### src/rtl/gem_link_pkg.sv
// Shared GEM trigger-fiber link definitions: control characters, charisk patterns,
// link FSM states and the separator rotation used by both fiber directions.
package gem_link_pkg;

  localparam logic [7:0] K_BC = 8'hBC;
  localparam logic [7:0] K_F7 = 8'hF7;
  localparam logic [7:0] K_FB = 8'hFB;
  localparam logic [7:0] K_FD = 8'hFD;
  localparam logic [7:0] K_FC = 8'hFC;

  localparam logic [31:0] IDLE_WORD = 32'h50BC50BC;

  localparam logic [3:0] ISK_HI   = 4'b0000;
  localparam logic [3:0] ISK_LO   = 4'b0001;
  localparam logic [3:0] ISK_IDLE = 4'b0101;

  // ST_ prefix keeps ST_LOCKED from colliding with the LOCKED port name.
  typedef enum logic [1:0] {
    ST_HUNT    = 2'd0,
    ST_SYNC    = 2'd1,
    ST_LOCKED  = 2'd2,
    ST_IDLE_RX = 2'd3
  } link_state_t;

  typedef enum logic [2:0] {
    W_NONE = 3'd0,
    W_D    = 3'd1,
    W_K    = 3'd2,
    W_I    = 3'd3,
    W_BAD  = 3'd4
  } word_t;

  // Separator rotation BC->F7->FB->FD->BC; anything else restarts at BC.
  function automatic logic [7:0] next_sep(input logic [7:0] sep);
    case (sep)
      K_BC:    next_sep = K_F7;
      K_F7:    next_sep = K_FB;
      K_FB:    next_sep = K_FD;
      default: next_sep = K_BC;
    endcase
  endfunction

endpackage

### src/rtl/gem_frame_sep_check.sv
// Tracks the expected frame separator, treats FC (overflow) as a wildcard,
// and flags/counts out-of-sequence separators on good frames.
module gem_frame_sep_check
  import gem_link_pkg::*;
#(
  parameter int ERR_W = 16
) (
  input  logic             TRG_CLK80,
  input  logic             TRG_RST_N,
  input  logic             chk,
  input  logic             unseed,
  input  logic             clr_cnt,
  input  logic [7:0]       sep,
  output logic             seq_err,
  output logic [ERR_W-1:0] seq_err_cnt
);

  logic [7:0] exp_sep;
  logic       seeded;
  logic       mismatch;

  assign mismatch = chk && seeded && (sep != K_FC) && (sep != exp_sep);

  always_ff @(posedge TRG_CLK80 or negedge TRG_RST_N) begin
    if (!TRG_RST_N) begin
      exp_sep     <= K_BC;
      seeded      <= 1'b0;
      seq_err     <= 1'b0;
      seq_err_cnt <= '0;
    end else begin
      seq_err <= mismatch;
      if (clr_cnt)
        seq_err_cnt <= '0;
      else if (mismatch && (seq_err_cnt != '1))
        seq_err_cnt <= seq_err_cnt + 1'b1;

      if (unseed) begin
        seeded  <= 1'b0;
        exp_sep <= K_BC;
      end else if (chk) begin
        // An overflow seed says nothing about position, so stay unseeded.
        if (!seeded) begin
          if (sep != K_FC) begin
            seeded  <= 1'b1;
            exp_sep <= next_sep(sep);
          end
        end else if (mismatch) begin
          exp_sep <= next_sep(sep);
        end else begin
          exp_sep <= next_sep(exp_sep);
        end
      end
    end
  end

endmodule

### src/rtl/gem_fiber_in.sv
// GEM trigger fiber receive decoder: aligns to the 2-word frame, rebuilds the
// 56-bit payload, tracks link lock/idle state and counts frame and separator errors.
module gem_fiber_in
  import gem_link_pkg::*;
#(
  parameter int LOCK_CNT   = 8,
  parameter int UNLOCK_CNT = 4,
  parameter int ERR_W      = 16
) (
  input  logic             TRG_CLK80,
  input  logic             TRG_RST_N,
  input  logic [31:0]      RX_DATA,
  input  logic [3:0]       RX_ISK,
  input  logic             RX_CODE_ERR,
  input  logic             CLR_CNT,
  output logic [55:0]      GEM_DATA,
  output logic             GEM_OVERFLOW,
  output logic             DATA_VALID,
  output logic             LOCKED,
  output logic             LINK_RST,
  output logic             SEQ_ERR,
  output logic [ERR_W-1:0] SEQ_ERR_CNT,
  output logic [ERR_W-1:0] FRM_ERR_CNT,
  output logic [1:0]       DBG_STATE
);

  localparam int GW = $clog2(LOCK_CNT + 1);
  localparam int BW = $clog2(UNLOCK_CNT + 1);
  localparam logic [GW-1:0] LOCK_V   = GW'(LOCK_CNT);
  localparam logic [BW-1:0] UNLOCK_V = BW'(UNLOCK_CNT);

  // DATA_VALID is a one-cycle strobe with no ready: the consumer must take
  // GEM_DATA/GEM_OVERFLOW in the cycle DATA_VALID is high.

  logic [31:0] s1_data;
  logic [3:0]  s1_isk;
  logic        s1_err, s1_vld;
  word_t       wtype;
  logic        sep_ok;

  link_state_t   state_q, state_n;
  logic          expect_lo, expect_lo_n;
  logic          hi_ok, hi_ok_n;
  logic          prev_d, prev_d_n;
  logic          prev_i, prev_i_n;
  logic [GW-1:0] good_cnt, good_cnt_n;
  logic [BW-1:0] bad_cnt, bad_cnt_n;
  logic          load_hi, good_frame, bad_frame, go_hunt, unseed;
  logic [31:0]   hi_word;

  always_ff @(posedge TRG_CLK80 or negedge TRG_RST_N) begin
    if (!TRG_RST_N) begin
      s1_data <= '0;
      s1_isk  <= '0;
      s1_err  <= 1'b0;
      s1_vld  <= 1'b0;
    end else begin
      s1_data <= RX_DATA;
      s1_isk  <= RX_ISK;
      s1_err  <= RX_CODE_ERR;
      s1_vld  <= 1'b1;
    end
  end

  assign sep_ok = (s1_data[7:0] == K_BC) || (s1_data[7:0] == K_F7) || (s1_data[7:0] == K_FB) ||
                  (s1_data[7:0] == K_FD) || (s1_data[7:0] == K_FC);

  always_comb begin
    wtype = W_BAD;
    if (!s1_vld)
      wtype = W_NONE;
    else if (s1_err)
      wtype = W_BAD;
    else if (s1_isk == ISK_HI)
      wtype = W_D;
    else if ((s1_isk == ISK_LO) && sep_ok)
      wtype = W_K;
    else if ((s1_isk == ISK_IDLE) && (s1_data == IDLE_WORD))
      wtype = W_I;
  end

  always_comb begin
    state_n     = state_q;
    expect_lo_n = expect_lo;
    hi_ok_n     = hi_ok;
    prev_d_n    = prev_d;
    prev_i_n    = prev_i;
    good_cnt_n  = good_cnt;
    bad_cnt_n   = bad_cnt;
    load_hi     = 1'b0;
    good_frame  = 1'b0;
    bad_frame   = 1'b0;
    go_hunt     = 1'b0;
    if (wtype != W_NONE) begin
      prev_i_n = (wtype == W_I);
      if ((wtype == W_I) && prev_i) begin
        state_n = ST_IDLE_RX;
      end else begin
        case (state_q)
          ST_HUNT: begin
            prev_d_n = (wtype == W_D);
            load_hi  = (wtype == W_D);
            if ((wtype == W_K) && prev_d) begin
              good_cnt_n  = GW'(1);
              bad_cnt_n   = '0;
              expect_lo_n = 1'b0;
              state_n     = (GW'(1) == LOCK_V) ? ST_LOCKED : ST_SYNC;
            end
          end
          ST_SYNC: begin
            if (!expect_lo) begin
              if (wtype == W_D) begin
                load_hi     = 1'b1;
                expect_lo_n = 1'b1;
              end else begin
                go_hunt = 1'b1;
              end
            end else if (wtype == W_K) begin
              good_frame  = 1'b1;
              expect_lo_n = 1'b0;
              good_cnt_n  = good_cnt + GW'(1);
              if ((good_cnt + GW'(1)) == LOCK_V) begin
                state_n   = ST_LOCKED;
                bad_cnt_n = '0;
              end
            end else begin
              go_hunt = 1'b1;
            end
          end
          ST_LOCKED: begin
            // Phase is trusted once locked: always step hi/lo, judge the pair at the lo word.
            if (!expect_lo) begin
              load_hi     = (wtype == W_D);
              hi_ok_n     = (wtype == W_D);
              expect_lo_n = 1'b1;
            end else begin
              expect_lo_n = 1'b0;
              if (hi_ok && (wtype == W_K)) begin
                good_frame = 1'b1;
                bad_cnt_n  = '0;
              end else begin
                bad_frame = 1'b1;
                bad_cnt_n = bad_cnt + BW'(1);
                if ((bad_cnt + BW'(1)) == UNLOCK_V) go_hunt = 1'b1;
              end
            end
          end
          ST_IDLE_RX: begin
            // Transmitter restarts on a hi word, so the first D fixes the phase.
            if (wtype == W_D) begin
              load_hi     = 1'b1;
              expect_lo_n = 1'b1;
              good_cnt_n  = '0;
              state_n     = ST_SYNC;
            end else if (wtype != W_I) begin
              go_hunt = 1'b1;
            end
          end
          default: go_hunt = 1'b1;
        endcase
      end
      if (go_hunt) begin
        state_n  = ST_HUNT;
        prev_d_n = 1'b0;
      end
    end
  end

  assign unseed = (state_n == ST_HUNT) || (state_n == ST_IDLE_RX);

  always_ff @(posedge TRG_CLK80 or negedge TRG_RST_N) begin
    if (!TRG_RST_N) begin
      state_q      <= ST_HUNT;
      expect_lo    <= 1'b0;
      hi_ok        <= 1'b0;
      prev_d       <= 1'b0;
      prev_i       <= 1'b0;
      good_cnt     <= '0;
      bad_cnt      <= '0;
      hi_word      <= '0;
      GEM_DATA     <= '0;
      GEM_OVERFLOW <= 1'b0;
      DATA_VALID   <= 1'b0;
      FRM_ERR_CNT  <= '0;
    end else begin
      state_q    <= state_n;
      expect_lo  <= expect_lo_n;
      hi_ok      <= hi_ok_n;
      prev_d     <= prev_d_n;
      prev_i     <= prev_i_n;
      good_cnt   <= good_cnt_n;
      bad_cnt    <= bad_cnt_n;
      if (load_hi) hi_word <= s1_data;
      DATA_VALID <= good_frame && (state_q == ST_LOCKED);
      if (good_frame && (state_q == ST_LOCKED)) begin
        GEM_DATA     <= {hi_word, s1_data[31:8]};
        GEM_OVERFLOW <= (s1_data[7:0] == K_FC);
      end
      if (CLR_CNT)
        FRM_ERR_CNT <= '0;
      else if (bad_frame && (FRM_ERR_CNT != '1))
        FRM_ERR_CNT <= FRM_ERR_CNT + 1'b1;
    end
  end

  assign LOCKED    = (state_q == ST_LOCKED);
  assign LINK_RST  = (state_q == ST_IDLE_RX);
  assign DBG_STATE = state_q;

  gem_frame_sep_check #(.ERR_W(ERR_W)) u_sep_check (
    .TRG_CLK80   (TRG_CLK80),
    .TRG_RST_N   (TRG_RST_N),
    .chk         (good_frame),
    .unseed      (unseed),
    .clr_cnt     (CLR_CNT),
    .sep         (s1_data[7:0]),
    .seq_err     (SEQ_ERR),
    .seq_err_cnt (SEQ_ERR_CNT)
  );

endmodule

### config.mk
export PLATFORM = sky130hd
export DESIGN_NAME = gem_fiber_in
export DESIGN_NICKNAME = d
export VERILOG_FILES = /design/src/rtl/gem_link_pkg.sv /design/src/rtl/gem_frame_sep_check.sv /design/src/rtl/gem_fiber_in.sv
export SDC_FILE = /design/constraint.sdc
export NUM_CORES = 1
export LEC_CHECK = 0
export CAP_MARGIN = 20
export CORE_MARGIN = 4
export CORE_UTILIZATION = 57
export CTS_CLUSTER_SIZE = 28
export DETAILED_ROUTE_END_ITERATION = 10
export PLACE_DENSITY_LB_ADDON = 0.3
export SKIP_CTS_REPAIR_TIMING = 1
export SLEW_MARGIN = 5
export SYNTH_ARGS = -nofsm -noshare
export SYNTH_HDL_FRONTEND = slang
export SYNTH_SLANG_ARGS = --single-unit
### constraint.sdc
create_clock -name TRG_CLK80 -period 3.7 [get_ports TRG_CLK80]
set_input_delay 1.11 -clock TRG_CLK80 [delete_from_list [all_inputs] [get_ports TRG_CLK80]]
set_output_delay 1.11 -clock TRG_CLK80 [all_outputs]
set_load 0.01 [all_outputs]
==> impl_summary.log, run 1 <==
[metrics] detailed-route wire length: roughly 17000 um
[metrics] worst-case clock skew: 7.60 ps
[metrics] CTS root buffer: clkbuf_16
[metrics] cell type contributing the most total cell area after synthesis: dfrtp_1
[metrics] Final period util: between 80% and 90%
[metrics] data arrival time of the worst path: a little over 2000 ps
[metrics] number of H-tree branching levels: 4
[metrics] overall die area: ~15000 um2
[metrics] critical path startpoint category: flop
[metrics] CTS buffer count: 17
[metrics] Hold Path Cell Cnt: 2
[metrics] FF/Latch Area: 4480 um2
[metrics] maximum operating frequency: 317 MHz
[metrics] critical path class: flop to output pin
[metrics] share of total power in combinational logic: between 10% and 20%
[metrics] synthesis-stage register bit count: 179
[metrics] vias per std cell: about 5.7
[metrics] most common library cell in the layout ignoring fill and taps: dfrtp_1
[metrics] post-synthesis area per instance: 11.3 um2
[metrics] accumulated negative setup slack: 0 ps
[metrics] slowest cell delay on critical path: 610 ps
[metrics] sequence of cells on the critical path: inv_1 > ha_1 > clkdlybuf4s50_1
[metrics] half-perimeter wire length of the detailed placement result: around 12000 um
[metrics] nets: just under 900
[metrics] Async SR Flop Fraction: 100%
[metrics] post-layout power: ~0.0043 W
[metrics] type of destination of the critical path: output pin
[metrics] synthesized netlist net count: 730
[metrics] transition time of the tightest slew-check pin: around 710 ps
[metrics] sw power: approximately 0.0011 W
[metrics] fin. max-slew vios: 0
[metrics] area of all placed cells without fillers: between 9000 and 10000 um2
[metrics] number of setup violations in the final report: 0
[metrics] number of antenna violations at the first check in global routing: 1
[metrics] largest fanout on the critical path: 10
[metrics] crit path max-delay cell type: clkdlybuf4s50_1
[metrics] count of buffers inserted at the top-level ports: between 100 and 150
[metrics] minimum period implied by the final worst setup slack: between 3000 and 4000 ps
[metrics] GRT overflow: 0
[metrics] vertical die dimension: 124 um
[metrics] total standard cell area after synthesis: 7670 um2
[metrics] Initial Utilization: between 50% and 60%
[metrics] drt pass-1 iters: 5
[metrics] I/O pin count: 135
[metrics] data required time of the critical path: 2590 ps
[metrics] register share of total power: about half
[metrics] GP Congestion: 0.887
[metrics] LEAKAGE: 4.31 nW
[metrics] RSZ-0062 raised after global routing: no
[metrics] vias in the first global route: slightly below 6k
[metrics] clock sink count: between 150 and 200
[metrics] first-pass GRT wire length: about 29000 um
[metrics] fillers: around 900
[metrics] multi-input gate area in the final layout: between 3000 and 4000 um2
[metrics] placed inst area: around 9200 um2
[metrics] Final Hold Viols: 0
[metrics] share of power burned in the clock network: ~40%
[metrics] Sw Share: between 20% and 30%
[metrics] cell row count: 42
[metrics] share of the yosys chip area belonging to registers: between 50% and 60%
[metrics] Post-synth EDFFs: 0
[metrics] top cells by area, synth: dfrtp_1 58%, mux2_2 8.8%, nand2_1 6.4%
[metrics] result of the run: finished, final reports clean
[metrics] share of layout cells above drive strength 1: around 14%
[metrics] ANT nets after route: 0
[metrics] Slew Limit Headroom: between 50% and 60%
[metrics] Core Area: between 10000 and 15000 um2
[metrics] drt initial violations: 494
[metrics] worst hold-check path type: flop to flop
[metrics] WL/cell: ~17 um
[metrics] clock latency at the later pin of the worst-skew pair: roughly 420 ps
[metrics] commonest cells after routing, fill and taps aside: 177 x dfrtp_1, 133 x clkdlybuf4s50_1, 129 x nand2_1, 60 x mux2_2, 37 x nor2_1
[metrics] Mapped Cells: 681
[metrics] layout overhead on the synthesized area: 26.9%
[metrics] number of vias after detailed routing: 5693
[metrics] TritonCTS clock tree: yes
[metrics] number of maximum-capacitance constraint violations: 0
[metrics] # DRC: 0
[metrics] overall global routing resource usage: between 20% and 30%
[metrics] largest net degree at the start of global routing: 75
[metrics] horizontal die dimension: ~120 um
[metrics] Internal Power: about 0.0032 W
[metrics] proportion of netlist area held by the largest area contributor: between 50 and 60%
[metrics] maximum buffer depth of the clock tree: 2
[metrics] maximum vdd ir drop: about 320 uV
[metrics] reg2reg path depth: 7
[metrics] synth unique cells: 66
[metrics] power density normalized to cell area: roughly 440 nW/um2
[metrics] Primary FF master, synth: dfrtp_1
[metrics] Reg clk slew, reported paths: about 60 ps
[metrics] number of synthesis warnings: 0
cells in the mapped netlist, types with 2 or more instances:
cell type  number
and4_1          2
clkbuf_1       14
nand2_1       130
nand4b_1        2
mux2_2         60
a21oi_2         2
o22a_1          2
xor2_1          4
nand4_1        11
o21ai_0        27
or3_1          13
nand3_1        20
a21oi_1        16
buf_1           3
nor2_1         38
mux2i_1         6
a31oi_1         3
o31ai_1         3
nor3_1         13
o21a_1          4
nand3b_1        4
and2_1          2
or4_1           2
buf_2           8
nor4_2          2
o21bai_1        2
nor3b_1         2
nor4_1          7
and4b_1         6
xnor2_1        20
and3_1          6
dfstp_2         2
inv_1          18
ha_1            9
o211ai_1        2
or2_2           2
dfrtp_1       177
nor4b_1         5
nand2b_1        5
through the flow:
stage | std cells | setup WS [ps] | hold slack, ps | utilization (%)
after global placement | 973 | 933 | 449 | 69.7
after global routing | 1004 | 454 | 492 | 73.8
final | 1004 | 548 | 466 | 73.8
after detailed placement | 973 | 865 | 456 | 69.7
after floorplan | 681 | 1230 | 440 | -
after CTS | 1003 | 543 | 470 | 73.8
cell type report:
type / instances / share of cell area (%)
diodes: 1 / 0.0257
clock buffers: 20 / 4.49
clock inverters: 10 / 1.03
inverters: 18 / 0.694
multi-input cells: 458 / 30.9
flip-flops and latches: 179 / 46.1
well taps: 176 / 2.26
repair buffers: 142 / 14.5
logic make-up (layout without fill, tap and decap cells):
kind of cell               Yosys count  count (layout)  synth area share, %
muxes                               66              66                 9.60
and+or+nand+nor                    286             286                 19.3
DFF                                179             179                 58.5
buffers and inverters               44             190                 2.38
AOI/OAI and AO/OA                   72              72                 6.01
other                                1               2               0.0489
xor gates and xnor gates            24              24                 2.74
adders and majority gates            9               9                 1.47
worst max-delay path, delay by kind of cell, from the launching register on:
family / cells / cell delay [ps]
adders and majority gates: 1 / 410
buffers and inverters: 2 / 760
DFF: 1 / 450
sequential cells by signal, indices dropped and copies added, names as in the netlist:
register                 cells
FRM_ERR_CNT                 16
prev_i                       1
s1_isk                       4
DATA_VALID                   1
u_sep_check.seq_err_cnt     16
GEM_DATA                    56
hi_ok                        1
prev_d                       1
u_sep_check.seeded           1
DBG_STATE                    2
s1_vld                       1
expect_lo                    1
hi_word                     32
good_cnt                     4
u_sep_check.exp_sep          4
s1_data                     32
bad_cnt                      3
GEM_OVERFLOW                 1
u_sep_check.seq_err          1
s1_err                       1
power groups by stage:
stage | Sequential [W] | Clock (W) | Combinational [W]
3_5_place_dp | 0.00220 | 0 | 0.000446
6_report | 0.00216 | 0.00167 | 0.000447
5_1_grt | 0.00218 | 0.00178 | 0.000495
4_1_cts | 0.00216 | 0.00170 | 0.000449
2_1_floorplan | 0.00217 | 0 | 0.000290
3_3_place_gp | 0.00219 | 0 | 0.000432
final timing paths:
path | from | end | slack [ps]
min in group asynchronous | TRG_RST_N | GEM_DATA[26]$_DFFE_PN0P_ | 630
min reg2reg | GEM_DATA[50]$_DFFE_PN0P_ | GEM_DATA[50]$_DFFE_PN0P_ | 470
max in group asynchronous | TRG_RST_N | s1_data[7]$_DFF_PN0_ | 2290
max | DBG_STATE[0]$_DFF_PN0_ | LOCKED | 550
max reg2reg | s1_data[3]$_DFF_PN0_ | FRM_ERR_CNT[11]$_DFFE_PN0P_ | 800
min | GEM_DATA[50]$_DFFE_PN0P_ | GEM_DATA[50]$_DFFE_PN0P_ | 470
metal layers:
layer	GRT usage, %	part of all wire [%]
met3	5.18	5.7
met2	40.0	50
met4	8.08	1.6
met5	0	0
met1	31.7	43
No activity file was read; power rests on OpenSTA's default activity.
==> run 2: changes to the inputs <==
--- a/config.mk
+++ b/config.mk
@@ -6,8 +6,7 @@
 export NUM_CORES = 1
 export LEC_CHECK = 0
 export CAP_MARGIN = 20
-export CORE_MARGIN = 4
-export CORE_UTILIZATION = 57
+export CORE_UTILIZATION = 48
 export CTS_CLUSTER_SIZE = 28
 export DETAILED_ROUTE_END_ITERATION = 10
 export PLACE_DENSITY_LB_ADDON = 0.3
==> constraint.sdc (replaced) <==
create_clock -name TRG_CLK80 -period 2.85 [get_ports TRG_CLK80]
set_input_delay 0.855 -clock TRG_CLK80 [delete_from_list [all_inputs] [get_ports TRG_CLK80]]
set_output_delay 0.855 -clock TRG_CLK80 [all_outputs]
set_load 0.01 [all_outputs]
==> impl_summary.log, run 2 (same netlist as run 1, synthesis figures left out) <==
[metrics] minimum period implied by the final worst setup slack: 2740 ps
[metrics] drt initial violations: 324 (-34%)
[metrics] Final Hold Viols: 0 (unchanged)
[metrics] final cell count without fillers: 1048 (+4.4%)
[metrics] crit path max-delay cell type: clkdlybuf4s50_1
[metrics] first-pass GRT wire length: 29000 um (+0.82%)
[metrics] result of the run: finished, final reports clean
[metrics] slowest cell delay on critical path: 570 ps (-40 ps)
[metrics] data arrival time of the worst path: 1890 ps (-150 ps)
[metrics] multi-input gate area in the final layout: 3030 um2 (+0.62%)
[metrics] vertical die dimension: 128 um (+3.6%)
[metrics] CTS buffer count: 17 (unchanged)
[metrics] total placed cells including tap cells: 1015 (+4.3%)
[metrics] Most flops, register: GEM_DATA
[metrics] drt pass-1 iters: 4 (-1)
[metrics] Slew Limit Headroom: 62.4% (+10 points)
[metrics] largest net degree at the start of global routing: 61 (-19%)
[metrics] Reg clk slew, reported paths: 70 ps (about the same)
[metrics] post-layout power: 0.00591 W (+38%)
[metrics] # DRC: 0 (unchanged)
[metrics] horizontal die dimension: 128 um (+3.6%)
[metrics] I/O pin count: 135 (unchanged)
[metrics] power density normalized to cell area: 592 nW/um2 (+35%)
[metrics] transition time of the tightest slew-check pin: 565 ps (-148 ps)
[metrics] maximum buffer depth of the clock tree: 2 (unchanged)
[metrics] critical path class: flop to output pin
[metrics] overall die area: 16500 um2 (+7.2%)
[metrics] largest fanout on the critical path: 10 (unchanged)
[metrics] number of diodes added for antenna fixing: 0 (-1)
[metrics] Final period util: 96.2%
[metrics] number of maximum-capacitance constraint violations: 0 (unchanged)
[metrics] GRT overflow: 0 (unchanged)
[metrics] critical path startpoint category: flop
[metrics] clock latency at the later pin of the worst-skew pair: 430 ps (about the same)
[metrics] type of destination of the critical path: output pin
[metrics] data required time of the critical path: 2000 ps (-590 ps)
[metrics] number of H-tree branching levels: 4 (unchanged)
[metrics] placed inst area: 9310 um2 (+1.3%)
[metrics] detailed-route wire length: 17400 um (-0.13%)
[metrics] fillers: 1183 (+34%)
[metrics] most common library cell in the layout ignoring fill and taps: dfrtp_1
[metrics] vias per std cell: 5.38 (-5.1%)
[metrics] TritonCTS clock tree: yes
[metrics] worst-case clock skew: 7.77 ps (+0.172 ps)
[metrics] biggest regs: GEM_DATA: 56 flops, hi_word: 32 flops, s1_data: 32 flops
[metrics] commonest cells after routing, fill and taps aside: 177 x dfrtp_1, 133 x clkdlybuf4s50_1, 129 x nand2_1, 60 x mux2_2, 37 x nor2_1
[metrics] ANT nets after route: 0 (unchanged)
[metrics] WL/cell: 16.6 um (-4.3%)
[metrics] cell row count: 45 (+7.1%)
[metrics] RSZ-0062 raised after global routing: no
[metrics] overall global routing resource usage: 22.7% (-1.4 points)
[metrics] clock sink count: 179 (unchanged)
[metrics] fin. max-slew vios: 0 (unchanged)
[metrics] FF/Latch Area: 4480 um2 (unchanged)
[metrics] number of vias after detailed routing: 5637 (-0.98%)
[metrics] number of buffer and inverter instances along the worst setup path: 2 (unchanged)
[metrics] flip-flop count of the largest register, all copies and words added: 56 (unchanged)
[metrics] vias in the first global route: 5699 (-1.8%)
[metrics] LEAKAGE: 4.41 nW (+2.4%)
[metrics] Initial Utilization: 49.9% (-8.2 points)
[metrics] layout overhead on the synthesized area: 30.3%
[metrics] Core Area: 15400 um2 (+17%)
[metrics] nets: 873 (+0.92%)
[metrics] half-perimeter wire length of the detailed placement result: 12200 um (-1.1%)
[metrics] count of buffers inserted at the top-level ports: 134 (unchanged)
[metrics] share of layout cells above drive strength 1: 15.8% (+1.6 points)
[metrics] start point of the critical path: DBG_STATE[0]$_DFF_PN0_
[metrics] area of all placed cells without fillers: 9990 um2 (+2.6%)
[metrics] number of antenna violations at the first check in global routing: 0 (-1)
[metrics] number of setup violations in the final report: 0 (unchanged)
[metrics] worst hold-check path type: input port to async pin
[metrics] sequence of cells on the critical path: inv_1 > ha_4 > clkdlybuf4s50_1
[metrics] maximum vdd ir drop: 477 uV (+47%)
[metrics] launch instance of the worst register-to-register path: s1_data[6]$_DFF_PN0_
[metrics] GP Congestion: 0.825 (-7.0%)
[metrics] delay-heaviest family, CP: buffers and inverters
[metrics] maximum operating frequency: roughly 360 MHz
[metrics] Util after Layout: 65.0% (-8.8 points)
[metrics] CTS root buffer: clkbuf_16
==> run 2: cell types whose count changed in the layout (fill, tap and decap cells not counted), sizes merged <==
cell	before	now
clkinv	3	7
clkbuf	20	17
buf	9	17
clkinvlp	1	0
diode	1	0
bufinv	1	3
==> run 2: area by class of cell <==
class | count | share of cell area, %
clock buffer | 17 | 4.26
clock inverter | 15 | 2.22
inverter | 18 | 0.677
multi-input combinational | 458 | 30.3
sequential | 179 | 44.9
tap | 211 | 2.64
timing repair buffer | 150 | 15.0
==> run 2: per-layer routing <==
metal  track usage (%)  wire length [um]  vias up
met5                 0                 0        -
met4              6.37               157        0
met1              30.3              7520     2808
met2              37.5              8840      166
met3              5.03               915       14
li1                  -                 -     2649
==> run 2: path summary, 6_finish.rpt <==
| check | depth (start not counted) | endpoint | slack, ps |
|---|---|---|---|
| hold / removal | 1 | hi_word[8]$_DFFE_PN0P_ | 390 |
| setup / recovery | 3 | LOCKED | 110 |
| setup reg to reg | 7 | bad_cnt[0]$_DFFE_PN0P_ | 230 |
| min in group TRG_CLK80 | 2 | GEM_DATA[43]$_DFFE_PN0P_ | 470 |
| max in group asynchronous | 2 | u_sep_check.seq_err_cnt[1]$_DFFE_PN0P_ | 1730 |
| hold reg to reg | 2 | GEM_DATA[43]$_DFFE_PN0P_ | 470 |
==> run 2: power breakdown <==
| group | internal [W] | switching [W] | total [W] |
|---|---|---|---|
| clock network | 0.00143 | 0.00108 | 0.00251 |
| logic | 0.000285 | 0.000306 | 0.000591 |
| registers | 0.00269 | 0.000123 | 0.00281 |
==> run 2: through the flow <==
stage | setup TNS (ps) | hold slack, ps | setup slack [ps]
floorplan | 0 | 440 | 379
global placement | 0 | 451 | 221
detailed placement | 0 | 455 | 143
CTS | -85.6 | 413 | -85.6
global route | 0 | 433 | 4.49
finish | 0 | 392 | 109
==> run 3: changes to the inputs <==
--- a/config.mk
+++ b/config.mk
@@ -10,6 +10,7 @@
 export CTS_CLUSTER_SIZE = 28
 export DETAILED_ROUTE_END_ITERATION = 10
 export PLACE_DENSITY_LB_ADDON = 0.3
+export RECOVER_POWER = 25
 export SKIP_CTS_REPAIR_TIMING = 1
 export SLEW_MARGIN = 5
 export SYNTH_ARGS = -nofsm -noshare
==> impl_summary.log, run 3 (same netlist as run 1, synthesis figures left out) <==
[metrics] result of the run: finished with violations
[metrics] violated checks: max-capacitance violations, max-slew violations
[metrics] flip-flop count of the largest register, all copies and words added: 56 (unchanged)
[metrics] vertical die dimension: 128 um (unchanged)
[metrics] Initial Utilization: 49.9% (unchanged)
[metrics] maximum operating frequency: 365 MHz (about the same)
[metrics] nets: 873 (unchanged)
[metrics] layout overhead on the synthesized area: 30.0%
[metrics] post-layout power: 0.00590 W (-0.15%)
[metrics] placed inst area: 9310 um2 (unchanged)
[metrics] Util after Layout: 64.9% (-0.12 points)
[metrics] FF/Latch Area: 4480 um2 (unchanged)
[metrics] clock latency at the later pin of the worst-skew pair: 430 ps (about the same)
[metrics] worst-case clock skew: 8.20 ps (+0.435 ps)
[metrics] data arrival time of the worst path: 1890 ps (about the same)
[metrics] LEAKAGE: 4.42 nW (about the same)
[metrics] number of vias after detailed routing: 5599 (-0.67%)
[metrics] biggest regs: GEM_DATA: 56 flops, hi_word: 32 flops, s1_data: 32 flops
[metrics] half-perimeter wire length of the detailed placement result: 12200 um (unchanged)
[metrics] first-pass GRT wire length: 29000 um (unchanged)
[metrics] TritonCTS clock tree: yes
[metrics] GP Congestion: 0.825 (unchanged)
[metrics] worst slack at placement: 143 ps (unchanged)
[metrics] transition time of the tightest slew-check pin: 1520 ps (+955 ps)
[metrics] number of H-tree branching levels: 4 (unchanged)
[metrics] Core Area: 15400 um2 (unchanged)
[metrics] minimum hold slack: 465 ps (+73.5 ps)
[metrics] GRT overflow: 0 (unchanged)
[metrics] number of maximum-capacitance constraint violations: 1 (+1)
[metrics] critical path class: flop to output pin
[metrics] worst hold-check path type: flop to flop
[metrics] maximum vdd ir drop: 480 uV (+0.57%)
[metrics] clock sink count: 179 (unchanged)
[metrics] share of layout cells above drive strength 1: 15.8% (unchanged)
[metrics] WL/cell: 16.7 um (+0.22%)
[metrics] CTS root buffer: clkbuf_16
[metrics] RSZ-0062 raised after global routing: no
[metrics] power density normalized to cell area: 592 nW/um2 (about the same)
[metrics] largest net degree at the start of global routing: 61 (unchanged)
[metrics] vias in the first global route: 5699 (unchanged)
[metrics] crit path max-delay cell type: clkdlybuf4s50_1
[metrics] Reg clk slew, reported paths: 70 ps (about the same)
[metrics] multi-input gate area in the final layout: 3030 um2 (unchanged)
[metrics] count of buffers inserted at the top-level ports: 134 (unchanged)
[metrics] largest fanout on the critical path: 10 (unchanged)
[metrics] Final period util: 96.2% (about the same)
[metrics] CTS buffer count: 17 (unchanged)
[metrics] commonest cells after routing, fill and taps aside: 177 x dfrtp_1, 129 x nand2_1, 96 x clkdlybuf4s50_1, 60 x mux2_2
[metrics] drt pass-1 iters: 4 (unchanged)
[metrics] maximum buffer depth of the clock tree: 2 (unchanged)
[metrics] detailed-route wire length: 17500 um (+0.22%)
[metrics] drt initial violations: 341 (+5.2%)
[metrics] fillers: 1187 (+0.34%)
[metrics] number of antenna violations at the first check in global routing: 0 (unchanged)
[metrics] delay-heaviest family, CP: buffers and inverters
[metrics] ANT nets after route: 0 (unchanged)
[metrics] most common library cell in the layout ignoring fill and taps: dfrtp_1
[metrics] Most flops, register: GEM_DATA
[metrics] slowest cell delay on critical path: 570 ps (about the same)
[metrics] overall die area: 16500 um2 (unchanged)
[metrics] cell row count: 45 (unchanged)
[metrics] fin. max-slew vios: 60 (+60)
[metrics] area of all placed cells without fillers: 9970 um2 (-0.19%)
[metrics] overall global routing resource usage: 22.7% (unchanged)
[metrics] horizontal die dimension: 128 um (unchanged)
[metrics] critical path startpoint category: flop
[metrics] type of destination of the critical path: output pin
[metrics] number of setup violations in the final report: 0 (unchanged)
[metrics] slack of the worst reg-to-reg path: 230 ps (about the same)
[metrics] I/O pin count: 135 (unchanged)
[metrics] crit path setup slack, layout: 108 ps (-0.941 ps)
[metrics] Final Hold Viols: 0 (unchanged)
[metrics] minimum period implied by the final worst setup slack: 2740 ps (+0.941 ps)
[metrics] # DRC: 0 (unchanged)
[metrics] data required time of the critical path: 2000 ps (about the same)
[metrics] sequence of cells on the critical path: inv_1 > ha_4 > clkdlybuf4s50_1
[metrics] number of diodes added for antenna fixing: 0 (unchanged)
[metrics] vias per std cell: 5.34 (-0.67%)
[metrics] Slew Limit Headroom: -1.29% (-64 points)
[metrics] number of buffer and inverter instances along the worst setup path: 2 (unchanged)
==> run 3: metrics by stage <==
stage / TNS, ps / cells
6_report: 0 / 1048
5_1_grt: 0 / 1048
4_1_cts: -85.6 / 1047
3_5_place_dp: 0 / 1015
3_3_place_gp: 0 / 1015
2_1_floorplan: 0 / 681
==> run 3: final timing paths <==
kind | from | endpoint | cells past startpoint
setup / recovery | DBG_STATE[0]$_DFF_PN0_ | LOCKED | 3
hold / removal | hi_word[19]$_DFFE_PN0P_ | GEM_DATA[43]$_DFFE_PN0P_ | 2
setup reg to reg | s1_data[9]$_DFF_PN0_ | u_sep_check.exp_sep[1]$_DFFE_PN0P_ | 7
hold reg to reg | hi_word[19]$_DFFE_PN0P_ | GEM_DATA[43]$_DFFE_PN0P_ | 2
max in group asynchronous | TRG_RST_N | bad_cnt[1]$_DFFE_PN0P_ | 2
min in group asynchronous | TRG_RST_N | hi_word[8]$_DFFE_PN0P_ | 1
==> run 3: report_power, final <==
group / internal (W) / switching [W] / total (W)
registers: 0.00269 / 0.000124 / 0.00281
logic: 0.000272 / 0.000305 / 0.000577
clock network: 0.00143 / 0.00109 / 0.00251
==> run 3: metal layers <==
layer | vias to the layer above | track usage [%] | share of wire [%]
met5 | - | 0 | 0
met4 | 0 | 6.37 | 0.68
met3 | 10 | 5.03 | 4.7
met2 | 142 | 37.5 | 50
met1 | 2797 | 30.3 | 44
li1 | 2650 | - | -
==> run 3: worst register-to-register path: stages (launching register included) <==
cell and delay [ps]:
dfrtp_1 410, nor4_2 390, nand4_1 240, or4_4 630, and2_4 190, a32o_2 270, nor3b_4 260, o21a_1 170
==> run 3: final cells by class <==
type	count	area share, %
tap	211	2.65
clock buffer	17	4.27
inverter	18	0.678
timing repair buffer	150	14.9
multi-input combinational	458	30.4
sequential	179	45.0
clock inverter	15	2.22
